### config.mk
export PLATFORM = sky130hd
export DESIGN_NAME = cycle_ctrl
export DESIGN_NICKNAME = d
export VERILOG_FILES = /design/src/rtl/lc3_pkg.sv /design/src/rtl/phase_ctr.sv /design/src/rtl/cycle_ctrl.sv
export SDC_FILE = /design/constraint.sdc
export NUM_CORES = 1
export LEC_CHECK = 0
export ABC_AREA = 1
export CAP_MARGIN = 30
export CORE_AREA = 2 2 39 41
export DETAILED_ROUTE_END_ITERATION = 12
export DIE_AREA = 0 0 41 43
export GPL_ROUTABILITY_DRIVEN = 0
export PLACE_DENSITY = 0.54
export SYNTH_ARGS = -nofsm -noshare
export SYNTH_HDL_FRONTEND = slang
export SYNTH_SLANG_ARGS = --single-unit
### constraint.sdc
create_clock -name clk -period 1.6 [get_ports clk]
set_input_delay 0.16 -clock clk [delete_from_list [all_inputs] [get_ports clk]]
set_output_delay 0.16 -clock clk [all_outputs]
set_load 0.005 [all_outputs]
### src/rtl/lc3_pkg.sv
// ============================================================================
//  Module   : lc3_pkg
//  Brief    : Shared types and constants for the LC-3 cycle sequencer.
//  Revision : 1.0 - initial release
// ============================================================================
`default_nettype none

package lc3_pkg;

    typedef enum logic [1:0] {
        IDLE   = 2'd0,
        RUN    = 2'd1,
        HALTED = 2'd2
    } ctrl_state_t;

    localparam logic [1:0] PH_FETCH  = 2'd0;
    localparam logic [1:0] PH_DECODE = 2'd1;
    localparam logic [1:0] PH_EXEC   = 2'd2;
    localparam logic [1:0] PH_STORE  = 2'd3;

    localparam int PERF_CNT_W = 16;

endpackage

`default_nettype wire

### src/rtl/phase_ctr.sv
// ============================================================================
//  Module   : phase_ctr
//  Brief    : 2-bit wrapping phase counter with synchronous clear.
//  Revision : 1.0 - initial release
// ============================================================================
`default_nettype none

module phase_ctr (
    input  logic       clk,
    input  logic       clr,
    input  logic       incr,
    output logic [1:0] q
);

    logic [1:0] r_q;

    always_ff @(posedge clk) begin
        if (clr) begin
            r_q <= 2'd0;
        end else if (incr) begin
            r_q <= r_q + 2'd1;
        end
    end

    assign q = r_q;

endmodule

`default_nettype wire

### src/rtl/cycle_ctrl.sv
// ============================================================================
//  Module   : cycle_ctrl
//  Brief    : LC-3 instruction-cycle sequencer (FETCH/DECODE/EXECUTE/STORE)
//             with memory-handshake stalls and load strobes.
//             Optional CYCLE_CTRL_PERF_EN adds retired/stall counters.
//  Revision : 1.0 - initial release
// ============================================================================
`default_nettype none

module cycle_ctrl
    import lc3_pkg::*;
(
    input  logic                  clk,
    input  logic                  reset,
    input  logic                  start,
    input  logic                  halt_req,
    input  logic                  need_mem,
    input  logic                  mem_ready,
    output logic                  mem_req,
    output logic [1:0]            phase,
    output logic                  ld_ir,
    output logic                  ld_pc,
    output logic                  ld_reg,
    output logic                  retire,
    output logic                  running
`ifdef CYCLE_CTRL_PERF_EN
    ,
    output logic [PERF_CNT_W-1:0] retired_cnt,
    output logic [PERF_CNT_W-1:0] stall_cnt
`endif
);

    ctrl_state_t r_state;
    logic [1:0]  w_phase;
    logic        w_run;
    logic        w_adv;
    logic        w_halt_now;
    logic        w_clr;

    assign w_run = (r_state == RUN);

    // Strobes and mem_req are decoded from state/phase; mem_ready only gates the advance.
    always_comb begin
        mem_req = 1'b0;
        ld_ir   = 1'b0;
        ld_pc   = 1'b0;
        ld_reg  = 1'b0;
        retire  = 1'b0;
        w_adv   = 1'b0;
        if (w_run) begin
            case (w_phase)
                PH_FETCH: begin
                    mem_req = 1'b1;
                    ld_ir   = mem_ready;
                    w_adv   = mem_ready;
                end
                PH_DECODE: begin
                    ld_pc = 1'b1;
                    w_adv = 1'b1;
                end
                PH_EXEC: begin
                    mem_req = need_mem;
                    w_adv   = ~need_mem | mem_ready;
                end
                default: begin
                    ld_reg = 1'b1;
                    retire = 1'b1;
                    w_adv  = 1'b1;
                end
            endcase
        end
    end

    assign w_halt_now = w_run && (w_phase == PH_STORE) && halt_req;
    assign w_clr      = reset | w_halt_now;

    always_ff @(posedge clk) begin
        if (reset) begin
            r_state <= IDLE;
        end else begin
            case (r_state)
                IDLE, HALTED: begin
                    if (start) begin
                        r_state <= RUN;
                    end
                end
                RUN: begin
                    if (w_halt_now) begin
                        r_state <= HALTED;
                    end
                end
                default: r_state <= IDLE;
            endcase
        end
    end

    phase_ctr u_phase_ctr (
        .clk  (clk),
        .clr  (w_clr),
        .incr (w_adv),
        .q    (w_phase)
    );

    assign phase   = w_phase;
    assign running = w_run;

`ifdef CYCLE_CTRL_PERF_EN
    logic [PERF_CNT_W-1:0] r_retired_cnt;
    logic [PERF_CNT_W-1:0] r_stall_cnt;

    // Retired count wraps; stall count saturates so long stalls never alias to small values.
    always_ff @(posedge clk) begin
        if (reset) begin
            r_retired_cnt <= '0;
            r_stall_cnt   <= '0;
        end else begin
            if (retire) begin
                r_retired_cnt <= r_retired_cnt + 1'b1;
            end
            if (mem_req && !mem_ready && (r_stall_cnt != '1)) begin
                r_stall_cnt <= r_stall_cnt + 1'b1;
            end
        end
    end

    assign retired_cnt = r_retired_cnt;
    assign stall_cnt   = r_stall_cnt;
`endif

endmodule

`default_nettype wire

==> summary.txt <==
Synth top area cells = dfxtp_1 (24%), ha_1 (23%), inv_1 (10%), nand2_1 (10%), a21oi_1 (6.1%)
Final Hold Fails = 0
TNS Setup = 0 ps
Power consumption = 0.311 mW
Reg2reg start = u_phase_ctr.q[1]
Die Area = 1760 um^2
Layout cells sized above 1 = 20.6%
GR Overflow Total = 0
Worst Path Arrival = 1280 ps
Static Leak = 0.264 nW
Die Wd = 41 um
Ys Warns = 0
Hold EP = r_state[1]
Largest net degree at the start of global routing = 8
CP Launch Type = flop
Most used cell, CP = inv_1
Core area = 1380 um^2
Area Overhead vs Synth = 57.4%
Commonest non-fill, non-tap cells in the layout = nand2_1 (9), inv_1 (8), clkdlybuf4s50_1 (8)
Clock-pin slew on the worst setup and hold paths = 40 ps
Routed len/inst = 7.47 um
GRT Total Usage = 8.43%
#FFs+latches synth = 4
# fillers = 150
Num CTS Buffers = 3
Placed cell area = 487 um^2
Post-Syn Area = 329 um^2
Final min period = 1440 ps
Worst skew pair latency = 230 ps
Worst stage delay on the critical path = 350 ps
Crit. Startpoint = u_phase_ctr.q[1]
Die Y-Extent = 43 um
CP bufs+invs = 3
DP HPWL = 487 um
Clock Skews = 3.97 ps
Port bufs = 13
Final instance area = 518 um^2
Leading area contributor after synthesis = dfxtp_1
Worst hold-check path type = in2reg
Status = finished, final reports clean
Worst Path Required = 1440 ps
Mapped Nets = 58
Synth top area share = 24.3%
CTS Sinks = 4
Longest Clk Path Bufs = 2
Via count = 316
Hold Path Cell Cnt = 2
Hold Startpoint = reset
CP Depth = 5
Top Family by Delay on Critical Path = buffers and inverters
Max FO, Critical Path = 5
DRC viols = 0
Reg2Reg Depth = 8
Slowest cell on crit path = dfxtp_4
CP Class = reg2out
Crit share post-route = 90.3%
# IOs = 14
H-Tree Level Count = 1
Slew @ Worst Pin = 204 ps
Vias in the first global route = 270
Postcts setup bufs = 0
Final setup violating endpoints = 0
Final wirelength = 590 um
Rows = 14
Final Max Slew Viols = 0
FMAX = 692 MHz
Worst path cell trace = inv_1 > ha_1 > inv_1 > nor3_1 > dlygate4sd2_1
Commonest non-fill, non-tap cell in the layout = nand2_1
RSZ-0062 raised after global routing = false
Remaining antenna violation count = 0
Worst Setup End Kind = primary output
Synth Area per Inst = 7.15 um^2
Post-synthesis sequential area ratio = 24.3%
Drt initial violations = 3
Initial antenna violation count = 0
Reg2Reg Capture Point = u_phase_ctr.q[1]
Antenna diodes = 0
CTS tree = built
First-pass GRT wire length = 952 um
Relative slew slack = 86.4%
Pre-antenna DRT Iters = 3
Synthesized instance count = 46
Unique masters post-synth = 13
Maximum VDD drop = 0.312 mV
Maxcap violations = 0
Register-to-register setup slack = 450 ps
Initial Utilization = 23.8%
Drt via density = 4.00
Root Driver = clkbuf_4
Pwr Density = 600 nW/um^2
Nets@finish = 77
==> cell families (layout without fill, tap and decap cells) <==
| kind of cell | count (synthesis) | count (layout) | synth area share [%] |
|---|---|---|---|
| DFF | 4 | 4 | 24.3 |
| and+or+nand+nor | 19 | 19 | 30.0 |
| buffers and inverters | 12 | 29 | 14.8 |
| AOI/OAI and AO/OA | 5 | 5 | 7.99 |
| adders and majority gates | 6 | 6 | 22.8 |
==> synthesized netlist by cell type, drive strengths merged <==
library cell / instances
a21oi: 4
a31oi: 1
buf: 1
dfxtp: 4
ha: 6
inv: 11
nand2: 9
nand3: 4
nor2: 5
nor3: 1
==> per-stage QoR <==
stage          setup WS, ps  std cells  util (%)  hold slack [ps]
2_1_floorplan           405         46         -              229
3_3_place_gp           98.9         76      35.2              533
3_5_place_dp           94.6         76      35.2              536
4_1_cts                1.32         79      37.3              509
5_1_grt                78.1         79      37.4              554
6_report                155         79      37.4              513
==> layout make-up <==
type                            instances  area, um^2  share of cell area, %
Clock buffer                            3        22.5                   4.35
Tap cell                               16        20.0                   3.86
Sequential cell                         4        85.1                   16.4
Timing Repair Buffer                   15         146                   28.3
Inverter                               11        41.3                   7.97
Multi-Input combinational cell         30         203                   39.1
==> sequential cells by signal, summed over array words and instances, names as in the netlist <==
signal,flops
r_state,2
u_phase_ctr.q,2
==> metal layers <==
metal / vias to the layer above / wire length, um / track usage [%]
met5: - / 0 / 0
met4: 0 / 20 / 10.0
met2: 13 / 243 / 11.6
li1: 175 / - / -
met3: 2 / 46 / 1.57
met1: 126 / 280 / 9.29
==> report_power, final <==
group / total, mW / leakage [nW] / switching, mW / internal [mW]
Clock: 0.122 / 0.0138 / 0.0386 / 0.0837
Combinational: 0.0806 / 0.216 / 0.0378 / 0.0427
Sequential: 0.108 / 0.0339 / 0.00367 / 0.104
==> timing repair <==
item                       CTS  global route
pin swaps                    0             0
setup endpoints to repair    5             1
resized for setup           10             1
hold buffers                 0             0
==> worst max path at each step <==
stage / to
after floorplan: u_phase_ctr.q[1]
after global placement: ld_ir
after detailed placement: ld_ir
after CTS: ld_pc
after global routing: ld_ir
final: ld_ir
Power figures use the tool's default switching activity.
